===== config.mk =====
export PLATFORM = sky130hd
export DESIGN_NAME = multicycle_ctrl
export DESIGN_NICKNAME = d
export VERILOG_FILES = /design/src/rtl/multicycle_ctrl.sv
export SDC_FILE = /design/constraint.sdc
export NUM_CORES = 1
export LEC_CHECK = 0
export CAP_MARGIN = 20
export CORE_ASPECT_RATIO = 1.1
export CORE_UTILIZATION = 43
export CTS_CLUSTER_SIZE = 30
export DETAILED_ROUTE_END_ITERATION = 10
export GPL_TIMING_DRIVEN = 0
export PLACE_DENSITY = 0.82
export SLEW_MARGIN = 5
export SYNTH_ARGS = -nofsm -noshare
export SYNTH_HDL_FRONTEND = slang
export SYNTH_SLANG_ARGS = --single-unit

===== constraint.sdc =====
create_clock -name clk_i -period 2.57 [get_ports clk_i]
set_input_delay 0.6425 -clock clk_i [delete_from_list [all_inputs] [get_ports clk_i]]
set_output_delay 0.6425 -clock clk_i [all_outputs]
set_load 0.02 [all_outputs]

===== src/rtl/multicycle_ctrl.sv =====
// Main control FSM for the multi-cycle RV32 subset core.
// Sequences ALU sources, memory port, IR/PC writes and immediate select per phase; counts retires.
module multicycle_ctrl #(
  parameter int unsigned CNT_W        = 32,
  parameter int unsigned MEM_WAIT_MAX = 16
) (
  input  logic             clk_i,
  input  logic             rst_i,
  input  logic             start_i,
  input  logic [31:0]      instr_i,
  input  logic             zero_i,
  input  logic             mem_ready_i,
  output logic             mem_req_o,
  output logic             mem_we_o,
  output logic             addr_src_o,
  output logic             ir_we_o,
  output logic             pc_we_o,
  output logic             pc_src_o,
  output logic             reg_we_o,
  output logic             wb_sel_o,
  output logic [1:0]       alu_src_a_o,
  output logic [1:0]       alu_src_b_o,
  output logic [1:0]       alu_op_o,
  output logic [1:0]       imm_sel_o,
  output logic [2:0]       state_o,
  output logic             err_o,
  output logic [CNT_W-1:0] retired_o
);

  localparam int unsigned WAIT_W = $clog2(MEM_WAIT_MAX + 1);

  localparam logic [2:0] S_IDLE   = 3'd0;
  localparam logic [2:0] S_FETCH  = 3'd1;
  localparam logic [2:0] S_DECODE = 3'd2;
  localparam logic [2:0] S_EXEC   = 3'd3;
  localparam logic [2:0] S_MEM    = 3'd4;
  localparam logic [2:0] S_WB     = 3'd5;
  localparam logic [2:0] S_ERR    = 3'd6;

  localparam logic [6:0] OP_R      = 7'b0110011;
  localparam logic [6:0] OP_I      = 7'b0010011;
  localparam logic [6:0] OP_LOAD   = 7'b0000011;
  localparam logic [6:0] OP_STORE  = 7'b0100011;
  localparam logic [6:0] OP_BRANCH = 7'b1100011;

  localparam logic [1:0] SRC_A_PC    = 2'd0;
  localparam logic [1:0] SRC_A_OLDPC = 2'd1;
  localparam logic [1:0] SRC_A_RS1   = 2'd2;
  localparam logic [1:0] SRC_B_RS2   = 2'd0;
  localparam logic [1:0] SRC_B_FOUR  = 2'd1;
  localparam logic [1:0] SRC_B_IMM   = 2'd2;
  localparam logic [1:0] ALU_ADD     = 2'd0;
  localparam logic [1:0] ALU_SUB     = 2'd1;
  localparam logic [1:0] ALU_FUNCT   = 2'd2;
  localparam logic [1:0] IMM_I       = 2'd0;
  localparam logic [1:0] IMM_S       = 2'd1;
  localparam logic [1:0] IMM_B       = 2'd2;

  logic [2:0]        state_q, state_d;
  logic [WAIT_W-1:0] wait_q, wait_d;
  logic [CNT_W-1:0]  ret_q, ret_d;
  logic [6:0]        opcode;
  logic              op_legal;
  logic              wait_limit;
  logic              instr_unused;

  assign opcode       = instr_i[6:0];
  assign instr_unused = ^instr_i[31:7];
  assign wait_limit   = (wait_q == WAIT_W'(MEM_WAIT_MAX - 1));
  assign op_legal     = (opcode == OP_R) || (opcode == OP_I) || (opcode == OP_LOAD) ||
                        (opcode == OP_STORE) || (opcode == OP_BRANCH);

  // State, wait counter and retire counter registers
  always_ff @(posedge clk_i or posedge rst_i) begin
    if (rst_i) begin
      state_q <= S_IDLE;
      wait_q  <= '0;
      ret_q   <= '0;
    end else begin
      state_q <= state_d;
      wait_q  <= wait_d;
      ret_q   <= ret_d;
    end
  end

  // Next-state and per-phase control decode
  always_comb begin
    state_d     = state_q;
    wait_d      = '0;
    ret_d       = ret_q;
    mem_req_o   = 1'b0;
    mem_we_o    = 1'b0;
    addr_src_o  = 1'b0;
    ir_we_o     = 1'b0;
    pc_we_o     = 1'b0;
    pc_src_o    = 1'b0;
    reg_we_o    = 1'b0;
    wb_sel_o    = 1'b0;
    alu_src_a_o = SRC_A_PC;
    alu_src_b_o = SRC_B_RS2;
    alu_op_o    = ALU_ADD;
    imm_sel_o   = IMM_I;
    err_o       = 1'b0;

    case (state_q)
      S_IDLE: begin
        if (start_i) state_d = S_FETCH;
      end

      S_FETCH: begin
        mem_req_o   = 1'b1;
        alu_src_a_o = SRC_A_PC;
        alu_src_b_o = SRC_B_FOUR;
        alu_op_o    = ALU_ADD;
        if (mem_ready_i) begin
          ir_we_o = 1'b1;
          pc_we_o = 1'b1;
          state_d = S_DECODE;
        end else if (wait_limit) begin
          state_d = S_ERR;
        end else begin
          wait_d = wait_q + WAIT_W'(1);
        end
      end

      // Branch target precomputed into ALUOut while the opcode is checked
      S_DECODE: begin
        alu_src_a_o = SRC_A_OLDPC;
        alu_src_b_o = SRC_B_IMM;
        alu_op_o    = ALU_ADD;
        imm_sel_o   = IMM_B;
        state_d     = op_legal ? S_EXEC : S_ERR;
      end

      S_EXEC: begin
        alu_src_a_o = SRC_A_RS1;
        case (opcode)
          OP_R: begin
            alu_src_b_o = SRC_B_RS2;
            alu_op_o    = ALU_FUNCT;
            state_d     = S_WB;
          end
          OP_I: begin
            alu_src_b_o = SRC_B_IMM;
            alu_op_o    = ALU_FUNCT;
            imm_sel_o   = IMM_I;
            state_d     = S_WB;
          end
          OP_LOAD: begin
            alu_src_b_o = SRC_B_IMM;
            imm_sel_o   = IMM_I;
            state_d     = S_MEM;
          end
          OP_STORE: begin
            alu_src_b_o = SRC_B_IMM;
            imm_sel_o   = IMM_S;
            state_d     = S_MEM;
          end
          OP_BRANCH: begin
            alu_src_b_o = SRC_B_RS2;
            alu_op_o    = ALU_SUB;
            pc_we_o     = zero_i;
            pc_src_o    = zero_i;
            state_d     = S_FETCH;
            ret_d       = ret_q + CNT_W'(1);
          end
          default: state_d = S_ERR;
        endcase
      end

      S_MEM: begin
        mem_req_o  = 1'b1;
        addr_src_o = 1'b1;
        mem_we_o   = (opcode == OP_STORE);
        if (mem_ready_i) begin
          if (opcode == OP_LOAD) begin
            state_d = S_WB;
          end else begin
            state_d = S_FETCH;
            ret_d   = ret_q + CNT_W'(1);
          end
        end else if (wait_limit) begin
          state_d = S_ERR;
        end else begin
          wait_d = wait_q + WAIT_W'(1);
        end
      end

      S_WB: begin
        reg_we_o = 1'b1;
        wb_sel_o = (opcode == OP_LOAD);
        state_d  = S_FETCH;
        ret_d    = ret_q + CNT_W'(1);
      end

      S_ERR: begin
        err_o = 1'b1;
      end

      default: state_d = S_ERR;
    endcase
  end

  assign state_o   = state_q;
  assign retired_o = ret_q;

endmodule


* Word-level counts from Yosys, hierarchy flattened
Index checks and enable logic that the tools add are counted.
** Word-level totals
- Flip-flop bits (word level) :: 40
- Logic and storage cells :: 67
** Operators by class
- $add $sub $neg :: 2
- Equality and inequality tests :: 16
- Muxes and demuxes :: 33
- Bitwise logic cells :: 1
- Reductions and logical operators :: 12
** Operators with widths (number)
- $mux 32 :: 3
- $pmux 32 s3 :: 1
- $add 32x1->32 const B :: 1
- $pmux 3 s7 :: 1
- $mux 3 :: 6
- $mux 5 :: 3
- $eq 7x6->1 const B :: 2
- $pmux 2 s2 :: 3
- $mux 1 :: 11
- $eq 3x3->1 const B :: 3
- $pmux 3 s3 :: 1
- $ne 2x2->1 const B :: 4
- $eq 7x2->1 const B :: 1
- $eq 7x5->1 const B :: 1
- $eq 7x7->1 const B :: 1
- $eq 3x2->1 const B :: 2
- $pmux 2 s3 :: 1
- $reduce_or 2->1 :: 3
- $add 5x1->5 const B :: 1
- $eq 5x4->1 const B :: 1
- $logic_or 1x1->1 :: 4
- $mux 2 :: 2
- $reduce_and 4->1 :: 1
- $eq 3x1->1 const B :: 1
- 6 further kinds :: 6

* Logic depth before layout (Yosys ltp)
- Depth in word-level cells :: 7
- Gate-level depth with buffers :: 6
- Gate-level depth less buffers :: 6

* Least setup slack after synthesis
OpenSTA, ideal clock, no wires.
- Path kind :: input to output
- From :: input instr_i[2]
- To :: output pc_we_o
- Data arrival time :: 1.796 ns
- Required time :: 1.928 ns
- Setup slack :: 0.132 ns
- Stages on the path :: 5
- Buffers on the path :: 1
- Path through :: and4bb_2 > and3_1 > buf_4 > and2_1 > or2_2
** On the way
- Longest elaborated chain between the ends :: 3
** Ends and longest elaborated chain
- start: declaration :: RTL line 10 : input logic [31:0] instr_i,
- $eq 7x7->1 :: RTL line 137 : case (opcode)
- $mux 1 :: RTL line 137
- $pmux 1 s2 :: RTL line 105 : case (state_q)
- end: declaration :: RTL line 17 : output logic pc_we_o,
No other way between the ends.

* Worst setup path after layout
- From :: input instr_i[6]
- To :: output pc_we_o
The elaborated chain is that of the path after synthesis.

==> summary.txt <==
Timing
  – Setup Viol. Count Final: 0
  – RSZ-0062 raised after global routing: true
  – Hold_ws: 456 ps
  – Final slew viol count: 0
  – Crit share post-route: 99.2%
  – Rel. slew slack: 45.4%
  – Fmax: 0.392 GHz
  – Skew final: 7.83 ps
  – Post-layout min period: 2550 ps
  – Final Hold Violating Endpoints: 0
  – Actual slew at the worst max-slew pin: 818 ps

Detailed routing
  – Met2 WL post-DR: 2590 um
  – DR WL/cell: 14.1 um
  – Met1 wire length: 2160 um
  – Drt drc: 0
  – Top Metal Used: met4
  – Final WL: 4970 um
  – DR vias: 1854
  – Met3 wire length: 168 um
  – 1st-pass router iterations: 4
  – Starting DRT DRC Count: 70
  – DR vias/cell: 5.27
  – DRT antenna net count: 0

Clock network
  – CTS hold repair buffers: 0
  – Clk root buf: clkbuf_8
  – CTS tree: done
  – H-tree Lvls: 2
  – Max Buffers Root-to-Sink: 2
  – Clock sink count: 40
  – Cts bufs inserted: 5
  – Reg clk slew, reported paths: 80 ps
  – Worst-Skew Late Latency: 300 ps

Die
  – Top-level port count: 89
  – Die area: 5280 um^2
  – Initial Util: 45.5%
  – FP Rows: 26
  – Core Area: 4720 um^2
  – Die width: 69.4 um
  – Die extent in y: 76.1 um

Synthesis
  – Avg Cell Area, Syn: 9.59 um^2
  – Post-synth cell types: 38
  – Synthesized cell area: 2150 um^2
  – Largest cells by area after synthesis: dfrtp_1 (47%), xor2_1 (8.2%), nor2_1 (6.1%)
  – Synth top area share: 46.6%
  – Yosys warning count: 0
  – #FFs+latches synth: 40
  – Post-synthesis sequential area ratio: 46.6%
  – Synth area leader: dfrtp_1
  – Cells after Synth: 224
  – Syn_nets: 263

Placed design
  – Port bufs: 63
  – DP Area: 2850 um^2
  – HPWL Detailed: 3620 um
  – Placer Congestion: 0.894

Global route
  – Antenna violations before repair: 0
  – First-pass GRT wire length: 8530 um
  – Gr usage total: 19.9%
  – Grt total ovfl: 0
  – Largest net degree at the start of global routing: 41
  – Vias in the first global route: 1864

Finish
  – Area Growth Syn to Fin: 38.8%
  – Final Cell Area: 2980 um^2
  – Most frequent cells in the layout: clkdlybuf4s50_1 (41), dfrtp_1 (40), nor2_1 (35)
  – # diodes: 0
  – Nets: 334
  – Commonest non-fill, non-tap cell in the layout: clkdlybuf4s50_1
  – Final Core Density: 63.2%
  – Layout cells sized above 1: 12.5%

Setup path
  – Critical Path AT: 1910 ps
  – Setup CP Type: in -> out
  – Crit. End Element: primary output
  – WP data required: 1930 ps
  – CP max FO: 7
  – Startpoint Class: primary input

Flow run
  – Max Cap Viol: 0

Power and ir drop
  – Leak: 1.45 nW
  – PD cells: 427 nW/um^2
  – Peak supply drop: 0.000229 V

Min path
  – Worst hold path type: reg -> reg

Outcome
  – Status: finished, final reports clean
-- area by class of cell --
class,count,area (um^2)
timing repair buffer,65,636
multi-input combinational,169,1120
buffer,4,27.5
clock buffer,5,68.8
inverter,10,37.5
fill,408,1740
tap,56,70.1
sequential,40,1000
clock inverter,3,18.8
-- per-stage QoR --
step | power [W] | TNS [ps] | std cells | worst slack (ps)
2_1_floorplan | 0.000781 | 0 | 224 | 132
3_3_place_gp | 0.000865 | -4170 | 343 | -763
3_5_place_dp | 0.000869 | -4280 | 343 | -780
4_1_cts | 0.00128 | 0 | 351 | 30.1
5_1_grt | 0.00132 | -15.0 | 352 | -15.0
6_report | 0.00127 | 0 | 352 | 21.3
-- logic make-up (layout without fill, tap and decap cells) --
kind of cell / count (synthesis) / in the layout / share of synthesized area, %
multiplexers: 1 / 1 / 0.524
AND/OR/NAND/NOR: 114 / 114 / 27.9
adder cells (fa/ha/maj): 2 / 2 / 1.17
XOR/XNOR: 34 / 34 / 13.9
flip-flops: 40 / 40 / 46.6
AO/OA/AOI/OAI: 18 / 18 / 6.59
buffers and inverters: 15 / 87 / 3.38
-- critical path, cell delays in order --
cell and delay (ps):
dlygate4sd2_1 320, and3b_1 230, and3_4 170, and2_1 160, or2_4 250, buf_6 130
-- Yosys cell counts, drive strengths merged --
library cell  count
a21o              1
a21oi             4
a22o              1
a22oi             1
and2              4
and3              5
and3b             2
and4              2
and4bb            1
buf               5
dfrtp            40
ha                2
inv              10
mux2              1
nand2            14
nand2b            4
nand3            17
nand4            10
nand4b            1
nand4bb           1
nor2             36
nor2b             2
nor3              9
nor3b             1
nor4              1
o2111ai           2
o211ai            2
o21a              1
o21ai             5
o22a              1
or2               3
or3               1
xnor2            14
xor2             20
-- power by group --
group | leakage [nW] | internal (W) | switching [W]
logic | 0.884 | 0.0000793 | 0.0000865
clock network | 0.0479 | 0.000189 | 0.000228
registers | 0.518 | 0.000652 | 0.0000374
total | 1.45 | 0.000920 | 0.000352
-- metal layers --
layer	up-vias	GRT usage [%]
li1	904	-
met5	-	0
met2	41	35.0
met3	6	4.10
met4	0	7.14
met1	903	23.9
-- flip-flops by register name, indices dropped and copies added, names as in the netlist --
signal / count
retired_o: 32
wait_q: 5
state_o: 3
-- final timing paths --
check,start,to,slack [ps],depth (start not counted)
setup / recovery,instr_i[6],pc_we_o,20,6
hold / removal,wait_q[0]$_DFF_PP0_,wait_q[0]$_DFF_PP0_,460,1
setup reg to reg,state_o[1]$_DFFE_PP0P_,retired_o[24]$_DFFE_PP0P_,680,7
hold reg to reg,wait_q[0]$_DFF_PP0_,wait_q[0]$_DFF_PP0_,460,1
max in group asynchronous,rst_i,retired_o[11]$_DFFE_PP0P_,1230,2
min in group asynchronous,rst_i,retired_o[2]$_DFFE_PP0P_,820,2
-- what timing repair did --
action / 4_1_cts / 5_1_grt
pin swaps: 2 / 0
setup buffers: 1 / 1
resized for setup: 41 / 6
setup endpoints to repair: 11 / 6
No activity file was read; power rests on OpenSTA's default activity.
